File: config.mk
export PLATFORM = sky130hd
export DESIGN_NAME = knight_move_sched
export DESIGN_NICKNAME = d
export VERILOG_FILES = /design/src/rtl/tour_pkg.sv /design/src/rtl/knight_move_sched.sv
export SDC_FILE = /design/constraint.sdc
export NUM_CORES = 1
export LEC_CHECK = 0
export ABC_AREA = 1
export BUFFER_PORTS_ARGS = -buffer_cell sky130_fd_sc_hd__clkbuf_2
export CORE_ASPECT_RATIO = 0.8
export CORE_UTILIZATION = 53
export DETAILED_ROUTE_END_ITERATION = 6
export PLACE_DENSITY = 0.78
export SYNTH_ARGS = -nofsm -noshare
export SYNTH_HDL_FRONTEND = slang
export SYNTH_SLANG_ARGS = --single-unit
File: constraint.sdc
create_clock -name clk -period 6.43 [get_ports clk]
set_clock_uncertainty 0.05 [all_clocks]
set_input_delay 0.9645 -clock clk [delete_from_list [all_inputs] [get_ports clk]]
set_output_delay 0.9645 -clock clk [all_outputs]
set_load 0.02 [all_outputs]
File: src/rtl/tour_pkg.sv
// Shared definitions for the knight's-tour solver: move offsets, scheduler
// states and the board-bounds helper.
package tour_pkg;

    localparam logic signed [2:0] KNIGHT_DX [0:7] =
        '{3'sd1, 3'sd2, 3'sd2, 3'sd1, -3'sd1, -3'sd2, -3'sd2, -3'sd1};
    localparam logic signed [2:0] KNIGHT_DY [0:7] =
        '{3'sd2, 3'sd1, -3'sd1, -3'sd2, -3'sd2, -3'sd1, 3'sd1, 3'sd2};

    typedef enum logic [1:0] {
        IDLE,
        CHECK,
        WAIT,
        RESULT
    } sched_state_t;

    function automatic logic on_board(input logic signed [7:0] x,
                                      input logic signed [7:0] y,
                                      input logic signed [7:0] dim);
        return (x >= 8'sd0) && (x < dim) && (y >= 8'sd0) && (y < dim);
    endfunction

endpackage

File: src/rtl/knight_move_sched.sv
// Knight move-candidate scheduler: scans offsets from start_idx, skipping
// off-board targets and reading the visited bit for on-board ones.
module knight_move_sched
    import tour_pkg::*;
#(
    parameter int BOARD_DIM = 5,
    parameter int COORD_W   = 3
) (
    input  logic               clk,
    input  logic               rst,
    input  logic               start,
    input  logic [COORD_W-1:0] cur_x,
    input  logic [COORD_W-1:0] cur_y,
    input  logic [3:0]         start_idx,
    output logic               brd_rd_en,
    output logic [COORD_W-1:0] brd_rd_x,
    output logic [COORD_W-1:0] brd_rd_y,
    input  logic               brd_visited,
    output logic               busy,
    output logic               found,
    output logic               no_move,
    output logic [2:0]         move_idx,
    output logic [COORD_W-1:0] nxt_x,
    output logic [COORD_W-1:0] nxt_y
);

    localparam int TW = COORD_W + 2;
    localparam logic [COORD_W:0]  DIM_C = (COORD_W + 1)'(BOARD_DIM);
    localparam logic signed [7:0] DIM_8 = 8'(BOARD_DIM);

    sched_state_t state, state_n;

    logic [COORD_W-1:0]   cx, cy;
    logic [3:0]           idx;
    logic                 hit;
    logic signed [2:0]    dx, dy;
    logic signed [TW-1:0] tx, ty;
    logic                 tgt_ok;

    // Square outside the board has no legal targets, even if the offset lands on it.
    always_comb begin
        dx     = KNIGHT_DX[idx[2:0]];
        dy     = KNIGHT_DY[idx[2:0]];
        tx     = {2'b00, cx} + {{(TW-3){dx[2]}}, dx};
        ty     = {2'b00, cy} + {{(TW-3){dy[2]}}, dy};
        tgt_ok = ({1'b0, cx} < DIM_C) && ({1'b0, cy} < DIM_C)
                 && on_board(8'(tx), 8'(ty), DIM_8);
    end

    always_ff @(posedge clk or posedge rst) begin
        if (rst) begin
            state <= IDLE;
        end else begin
            state <= state_n;
        end
    end

    always_comb begin
        state_n   = state;
        busy      = (state != IDLE);
        found     = 1'b0;
        no_move   = 1'b0;
        brd_rd_en = 1'b0;
        brd_rd_x  = '0;
        brd_rd_y  = '0;
        case (state)
            IDLE: begin
                if (start) state_n = CHECK;
            end
            CHECK: begin
                if (idx[3]) begin
                    state_n = RESULT;
                end else if (tgt_ok) begin
                    brd_rd_en = 1'b1;
                    brd_rd_x  = tx[COORD_W-1:0];
                    brd_rd_y  = ty[COORD_W-1:0];
                    state_n   = WAIT;
                end
            end
            WAIT: begin
                state_n = brd_visited ? CHECK : RESULT;
            end
            RESULT: begin
                found   = hit;
                no_move = !hit;
                state_n = IDLE;
            end
            default: state_n = IDLE;
        endcase
    end

    // idx stays parked at 8 once exhausted; out-of-range start_idx is clamped to 8.
    always_ff @(posedge clk or posedge rst) begin
        if (rst) begin
            cx       <= '0;
            cy       <= '0;
            idx      <= '0;
            hit      <= 1'b0;
            move_idx <= '0;
            nxt_x    <= '0;
            nxt_y    <= '0;
        end else begin
            case (state)
                IDLE: begin
                    if (start) begin
                        cx       <= cur_x;
                        cy       <= cur_y;
                        idx      <= start_idx[3] ? 4'd8 : start_idx;
                        hit      <= 1'b0;
                        move_idx <= '0;
                        nxt_x    <= '0;
                        nxt_y    <= '0;
                    end
                end
                CHECK: begin
                    if (!idx[3] && !tgt_ok) idx <= idx + 4'd1;
                end
                WAIT: begin
                    if (brd_visited) begin
                        idx <= idx + 4'd1;
                    end else begin
                        hit      <= 1'b1;
                        move_idx <= idx[2:0];
                        nxt_x    <= tx[COORD_W-1:0];
                        nxt_y    <= ty[COORD_W-1:0];
                    end
                end
                default: ;
            endcase
        end
    end

endmodule

; ---- Word-level counts from Yosys, hierarchy flattened
; Memories as Yosys holds them, arrays and structs flattened.
; Index checks and enable logic that the tools add are counted.
[classes]
n_addsub = 3
magnitude_cmp = 7
n_eq_ne = 8
muxes = 35
n_bitwise = 1
n_reduce_logical = 17
[op_table]
columns = operator, n
row1 = $mux 3, 14
row2 = $pmux 3 s2, 3
row3 = $mux 4, 4
row4 = $pmux 4 s3, 1
row5 = $add 4x3->5, 2
row6 = $ge 5x1->1 const B, 2
row7 = $lt 5x4->1 const B, 2
row8 = $mux 2, 4
row9 = $ne 2x2->1 const B, 4
row10 = $pmux 2 s4, 1
row11 = $mux 1, 7
row12 = $logic_and 1x1->1, 6
row13 = $lt 3x3->1 const B, 2
row14 = $add 4x1->4 const B, 1
row15 = $eq 2x2->1 const B, 2
row16 = $ge 4x4->1 const B, 1
row17 = $not 3->4, 1
row18 = $reduce_and 2->1, 2
row19 = $reduce_and 4->1, 1
row20 = $reduce_bool 2->1, 2
row21 = $logic_not 1->1, 3
row22 = $ne 3x3->1 const B, 1
row23 = $reduce_and 3->1, 1
row24 = $reduce_bool 3->1, 1
row25 = 3 further kinds, 3
[word_totals]
reg_bits = 22
romBits = 48
input_bits = 14
output_inout_bits = 19
elab_cells = 81
mem_count = 2
[mem_list]
columns = name, depth, word_bits, rd, rd_clocked_by_memory_dff, wr, line
row1 = (no name shown), 8, 3, 1, 0, 0, knight_move_sched.sv:43  ; dy = KNIGHT_DY[idx[2:0]];
row2 = (no name shown), 8, 3, 1, 0, 0, knight_move_sched.sv:42  ; dx = KNIGHT_DX[idx[2:0]];

; ---- Depth between registers and ports, before layout
; Gate-level depths: netlist of run 1.
[logic_depth]
depth_word = 14
depth_mapped = 18
mapped_depth_nobuf = 18

; ---- Least setup slack after synthesis of run 1
; No wires, ideal clock.
[synth_timing]
path_type = register -> output
start = register idx[0]
end = output brd_rd_x[0]
arrival_time_ns = 2.453
required_time_ns = 5.415
setup_slack_ns = 2.963
path_stages_with_launch = 15
path_buffers = 0
path_cell_list = dfrtp_1 > inv_1 > ha_1 > or2_2 > o21ai_0 > inv_1 > fa_1 > nand2_1 > nand3_1 > nand3_1 > nor2_2 > nand2_2 > nor2_4 > nand2_4 > nor2_2
[synth_between]
elab_chain_len = 13
elab_cells_between_ends = 20
cone_classes = 2 x add/sub / 4 x order compare / 7 x mux / 1 x bitwise / 4 x reduce/logical / 2 x memory
[synth_lines]
columns = item, line
row1 = from (decl), knight_move_sched.sv:34  ; logic [3:0] idx;
row2 = from (signal assigned), knight_move_sched.sv:108  ; idx <= start_idx[3] ? 4'd8 : start_idx;
row3 = from (signal assigned), knight_move_sched.sv:116  ; if (!idx[3] && !tgt_ok) idx <= idx + 4'd1;
row4 = from (signal assigned), knight_move_sched.sv:120  ; idx <= idx + 4'd1;
row5 = $not 3->4 (not written as such) (*), "knight_move_sched.sv:42, knight_move_sched.sv:43"
row6 = $mem_v2 8x3, --
row7 = $mux 3 (not written as such) (2 in a row), knight_move_sched.sv:42
row8 = $add 4x3->5, knight_move_sched.sv:44  ; tx = {2'b00, cx} + {{(TW-3){dx[2]}}, dx};
row9 = $ge 5x1->1 or $lt 5x4->1 (tied branches), tour_pkg.sv:20  ; return (x >= 8'sd0) && (x < dim) && (y >= 8'sd0) && (y < dim);
row10 = $logic_and 1x1->1 (3 in a row), tour_pkg.sv:20
row11 = $logic_and 1x1->1, knight_move_sched.sv:47  ; && on_board(8'(tx), 8'(ty), DIM_8);
row12 = $mux 3 (*), knight_move_sched.sv:73  ; end else if (tgt_ok) begin
row13 = $mux 3 (*), knight_move_sched.sv:71  ; if (idx[3]) begin
row14 = $mux 3 (*), knight_move_sched.sv:66  ; case (state)
row15 = to (decl), knight_move_sched.sv:16  ; output logic [COORD_W-1:0] brd_rd_x,
; Every way passes the cells marked *; elsewhere a longest branch is shown, timed or not. The select of a mux whose other input is x is not followed.

; ---- Worst setup path after layout of run 1
; Same ends and word-level chain as after synthesis.

==> results of run 1 <==
## metrics by stage
stage | instance area (µm²) | util, % | hold slack (ps) | power [mW] | worst slack (ps)
finish | 1840 | 66.0 | 491 | 1.08 | 2450
floorplan | 1570 | - | 444 | 0.795 | 2960
global placement | 1770 | 63.4 | 466 | 0.935 | 2810
detailed placement | 1770 | 63.4 | 476 | 0.947 | 2730
CTS | 1840 | 66.0 | 490 | 1.08 | 2420
global route | 1840 | 66.0 | 508 | 1.20 | 2200
## cell families (layout without fill, tap and decap cells)
group | after synthesis | count (layout) | share of synthesized area (%)
AND/OR/NAND/NOR | 94 | 94 | 27.2
buffers and inverters | 44 | 77 | 10.7
AO/OA/AOI/OAI | 24 | 24 | 8.58
flip-flops | 22 | 22 | 35.0
adder cells (fa/ha/maj) | 19 | 19 | 16.1
XOR/XNOR | 2 | 2 | 1.11
multiplexers | 2 | 2 | 1.43
## state kept, by name (all words and copies together) (netlist names)
register	flops
cx	3
cy	3
hit	1
idx	4
move_idx	3
nxt_x	3
nxt_y	3
state	2
## worst register-to-register path: cells and delay by family (launching register included)
| kind | cells | cell delay [ps] |
|---|---|---|
| AO/OA/AOI/OAI | 1 | 110 |
| adder cells (fa/ha/maj) | 2 | 760 |
| buffers and inverters | 2 | 180 |
| flip-flops | 1 | 430 |
| AND/OR/NAND/NOR | 10 | 1050 |
## area by class of cell
cell class	count	area, µm²	share of cell area [%]
Clock inverter	1	30.0	1.63
Tap cell	38	47.5	2.59
Clock buffer	3	41.3	2.24
Sequential cell	22	551	29.9
Timing Repair Buffer	32	160	8.71
Inverter	41	154	8.37
Multi-Input combinational cell	141	856	46.5
## where the power goes
group / switching (mW) / internal (mW) / total, mW
Sequential: 0.0577 / 0.202 / 0.259
Clock: 0.0438 / 0.0832 / 0.127
Combinational: 0.439 / 0.251 / 0.690
## layout by cell type, fill, tap and decap left out
master and instances:
nand2_1 46, inv_1 39, clkbuf_2 32, dfrtp_1 22
nor2_1 20, ha_1 17, nand3_1 11, o22ai_1 9
nor2_2 8, o21ai_0 7, a21oi_1 6, nand2_2 3
clkbuf_8 3, inv_2 2, mux2_2 2, fa_1 2
o21ai_1 1, nand3b_1 1, or2_2 1, nor2_4 1
nand2_4 1, a211o_1 1, nand3_2 1, nor3_2 1
xnor2_1 1, xor2_1 1, bufinv_16 1
## final timing paths
check | to | slack (ps) | depth (start not counted)
worst max-delay path | brd_rd_x[0] | 2450 | 15
max in group asynchronous | idx[2] | 5060 | 2
worst min-delay path | nxt_x[0] | 490 | 2
worst min register to register | nxt_x[0] | 490 | 2
min in group asynchronous | state[1] | 770 | 2
worst max register to register | state[1] | 3740 | 15
## metal layers
metal  vias to the layer above  global-route usage [%]  part of all wire (%)
met5                         -                       0                     0
li1                        704                       -                     -
met3                        10                    5.68                   7.1
met1                       598                    28.6                    48
met4                         0                    9.30                   2.3
met2                        48                    33.5                    42
==> impl_metrics.json, run 1 <==
{
  "status": "finished, final reports clean",
  "ys_types": 26,
  "setup_violations": 0,
  "dp_hpwl_mm": 2.45,
  "postRouteAntennaNets": 0,
  "slowest_delay_ps": 570,
  "final_nets": 274,
  "rsz0062_at_grt": "false",
  "die-area_um2": 3190,
  "setup_tns_ps": 0,
  "syn_area_um2": 1570,
  "ctsResizeCount": 0,
  "synthFlopType": "dfrtp_1",
  "arrival_ps": 2960,
  "via_per_inst": 4.89,
  "synth_area_leaders": "dfrtp_1, ha_1, nand2_1",
  "numCtsBuffers": 3,
  "synth_top_area_share_pct": 35.0,
  "area_growth_pct": 16.9,
  "drv_slew": 0,
  "max_freq_mhz": 251,
  "max_slew.worst_pin.slew_ps": 801,
  "critPathCaptureType": "primary output",
  "hold_path.class": "reg2reg",
  "cap_violations": 0,
  "drt-initial-drc-count": 93,
  "synth_edf_count": 0,
  "hold_viol": 0,
  "cp_cell_sequence": "inv_1, ha_1, or2_2, o21ai_0, inv_1, fa_1, nand2_1, nand3_1, nand3_1, nor2_2, nand2_2, nor2_4, nand2_4, nor2_2, clkbuf_2",
  "syn_nets": 240,
  "grt_pass1_wl_mm": 5.29,
  "wire_per_inst_um": 10.6,
  "holdBufCountCts": 0,
  "antenna_cells": 0,
  "slowest_stage": "fa_1",
  "boundaryPins": 33,
  "post_cts_buffers": 0,
  "clkLatencyLatePin_ps": 260,
  "maxSlewHeadroom_pct": 46.5,
  "critPathBufInv": 3,
  "path_class": "reg2out",
  "start_util_pct": 56.5,
  "cts-root-buf": "clkbuf_8",
  "finalCritPeriodShare_pct": 61.9,
  "ys_seq_area_share_pct": 35.0,
  "startpoint_type": "flop",
  "grt_pass1_vias": 1243,
  "dp_cells": 274,
  "power.density_nw_per_um2": 585,
  "netlist_instances": 207,
  "clock_sinks": 22,
  "htreeDepth": 1,
  "gp_congestion": 0.880,
  "rows": 17,
  "drcViolationCount": 0,
  "yosys_warnings": 0,
  "route.vias.total": 1360,
  "overflow": 0,
  "io_buffers": 32,
  "irDropWorstVdd_v": 0.000274,
  "min-delay-start": "nxt_x[0]",
  "required_ps": 5420,
  "cts.reportedPaths.clkPinSlew_ps": 80,
  "grt_start_max_net_pins": 23,
  "die_width_um": 62.9,
  "stdcell_count": 278,
  "finalCriticalPeriod_ps": 3980,
  "avgSynthCellArea_um2": 7.60,
  "die_y_um": 50.7,
  "core-area_um2": 2790,
  "async_flop_share_pct": 100,
  "yosys-top-cells-count": "nand2_1, inv_1, dfrtp_1, nor2_1, ha_1",
  "wl_mm": 2.96,
  "rr_startpoint": "idx[0]",
  "cp_max_fo": 7,
  "layout-drive-gt1-share_pct": 23.3,
  "n_fill_cell": 239,
  "antenna_found_initial": 0,
  "grt_usage_pct": 21.7,
  "crit_path_start": "idx[0]",
  "total_leakage_power_nw": 1.05,
  "cts_buffer_depth": 2,
  "tritoncts": "yes",
  "synthMostInstantiatedCell": "nand2_1",
  "cp_top_family": "simple AND/OR/NAND/NOR gates",
  "drt_first_pass_iters": 5,
  "yosys.area.top_type": "dfrtp_1",
  "ys_ff_latch": 22
}
Note: power is estimated with default switching activity, not from simulation.
==> run 2: changes to the inputs <==
==> constraint.sdc (replaced) <==
create_clock -name clk -period 4 [get_ports clk]
set_clock_uncertainty 0.05 [all_clocks]
set_input_delay 0.6 -clock clk [delete_from_list [all_inputs] [get_ports clk]]
set_output_delay 0.6 -clock clk [all_outputs]
set_load 0.02 [all_outputs]
==> impl_metrics.json, run 2 (synthesis results as in run 1) <==
{
  "drcViolationCount": 0,
  "grt_usage_pct": 21.5,
  "grt_start_max_net_pins": 23,
  "grt_pass1_vias": 1229,
  "io_buffers": 32,
  "rows": 17,
  "dp_cells": 274,
  "core-area_um2": 2790,
  "seq_area_um2": 551,
  "multi_input_area_um2": 856,
  "status": "finished, final reports clean",
  "htreeDepth": 1,
  "die_y_um": 50.7,
  "route.vias.total": 1332,
  "antenna_found_initial": 0,
  "post_cts_buffers": 0,
  "cap_violations": 0,
  "top_register": "idx",
  "grt_pass1_wl_mm": 5.30,
  "largest_reg_flops": 4,
  "die-area_um2": 3190,
  "total_leakage_power_nw": 1.05,
  "die_width_um": 62.9,
  "ctsResizeCount": 0,
  "power_switching_uw": 874,
  "post-route-util_pct": 66.0,
  "power_mw": 1.73,
  "max_slew.worst_pin.slew_ps": 820,
  "tritoncts": "yes",
  "pwr-share-seq_pct": 24.0,
  "setup_tns_ps": 0,
  "timing.hold.ws_ps": 416,
  "required_ps": 3350,
  "clkLatencyLatePin_ps": 260,
  "p_int_uw": 860,
  "boundaryPins": 33,
  "layout_commonest_cell": "nand2_1",
  "holdBufCountCts": 0,
  "layout-drive-gt1-share_pct": 23.3,
  "antenna_cells": 0,
  "postRouteAntennaNets": 0,
  "maxSlewHeadroom_pct": 45.3,
  "p_clk_share_pct": 11.9,
  "hold_path.class": "in2async",
  "finalWorstSetupSlack_ps": 375,
  "n_fill_cell": 240,
  "wl_mm": 3.00,
  "via_per_inst": 4.79,
  "stdcell_count": 278,
  "comb_power_share_pct": 64.1,
  "clock_sinks": 22,
  "start_util_pct": 56.5,
  "cts_buffer_depth": 2,
  "overflow": 0,
  "final_cell_mix": "nand2_1, inv_1, clkbuf_2, dfrtp_1, nor2_1",
  "finalCriticalPeriod_ps": 3630,
  "final_area_um2": 1840,
  "switching_share_pct": 50.4,
  "power.density_nw_per_um2": 943,
  "hold_viol": 0,
  "wire_per_inst_um": 10.8,
  "cts-root-buf": "clkbuf_8",
  "cts.reportedPaths.clkPinSlew_ps": 80,
  "max_freq_mhz": 276,
  "startpoint_type": "flop",
  "rsz0062_at_grt": "false",
  "drt_first_pass_iters": 4,
  "drt-initial-drc-count": 99,
  "cp_max_fo": 7,
  "irDropWorstVdd_v": 0.000451,
  "dpl_cell_area_um2": 1770,
  "setup_violations": 0,
  "final_nets": 274,
  "post-place-ws_ps": 664,
  "area_growth_pct": 16.9,
  "drv_slew": 0,
  "numCtsBuffers": 3,
  "r2r_setup_slack_ps": 1310,
  "critPathCaptureType": "primary output",
  "path_class": "reg2out",
  "arrival_ps": 2980,
  "finalCritPeriodShare_pct": 90.6,
  "gp_congestion": 0.880,
  "dp_hpwl_mm": 2.46
}
## run 2: cell counts in the layout (fill, tap and decap cells not counted)
No cell type changed its count.
## run 2: worst max-delay path, stage by stage (launching register included)
cell and delay, ps:
dfrtp_1 430, inv_1 90, ha_1 190, or2_2 290, o21ai_0 110, inv_1 100, fa_1 570, nand2_1 70
nand3_1 80, nand3_1 90, nor2_2 140, nand2_2 100, nor2_4 100, nand2_4 100, nor2_2 100, clkbuf_2 170
## run 2: layer usage
metal  part of all wire, %  wire [µm]  track usage [%]
met3                   6.4        192             5.00
met1                    50       1510             28.5
met4                  0.63         19             5.81
met5                     0          0                0
met2                    43       1280             35.1
## run 2: layout make-up
cell class,count,share of cell area [%]
Tap cell,38,2.59
Clock inverter,1,1.63
Multi-Input combinational cell,141,46.5
Clock buffer,3,2.24
Timing Repair Buffer,32,8.71
Sequential cell,22,29.9
Inverter,41,8.37
## run 2: path summary, 6_finish.rpt
kind | endpoint | start | cells after the start
setup / recovery | brd_rd_x[2] | idx[0] | 15
hold / removal | state[1] | rst | 2
setup reg to reg | state[0] | idx[0] | 15
hold reg to reg | move_idx[1] | move_idx[1] | 2
max in group asynchronous | cx[1] | rst | 2
min in group clk | move_idx[1] | move_idx[1] | 2
## run 2: power by group through the flow
stage / sequential (mW) / combinational, mW / clock (mW)
6_report: 0.417 / 1.11 / 0.206
5_1_grt: 0.436 / 1.28 / 0.215
4_1_cts: 0.417 / 1.11 / 0.209
3_5_place_dp: 0.422 / 1.10 / 0
3_3_place_gp: 0.416 / 1.09 / 0
2_1_floorplan: 0.446 / 0.833 / 0
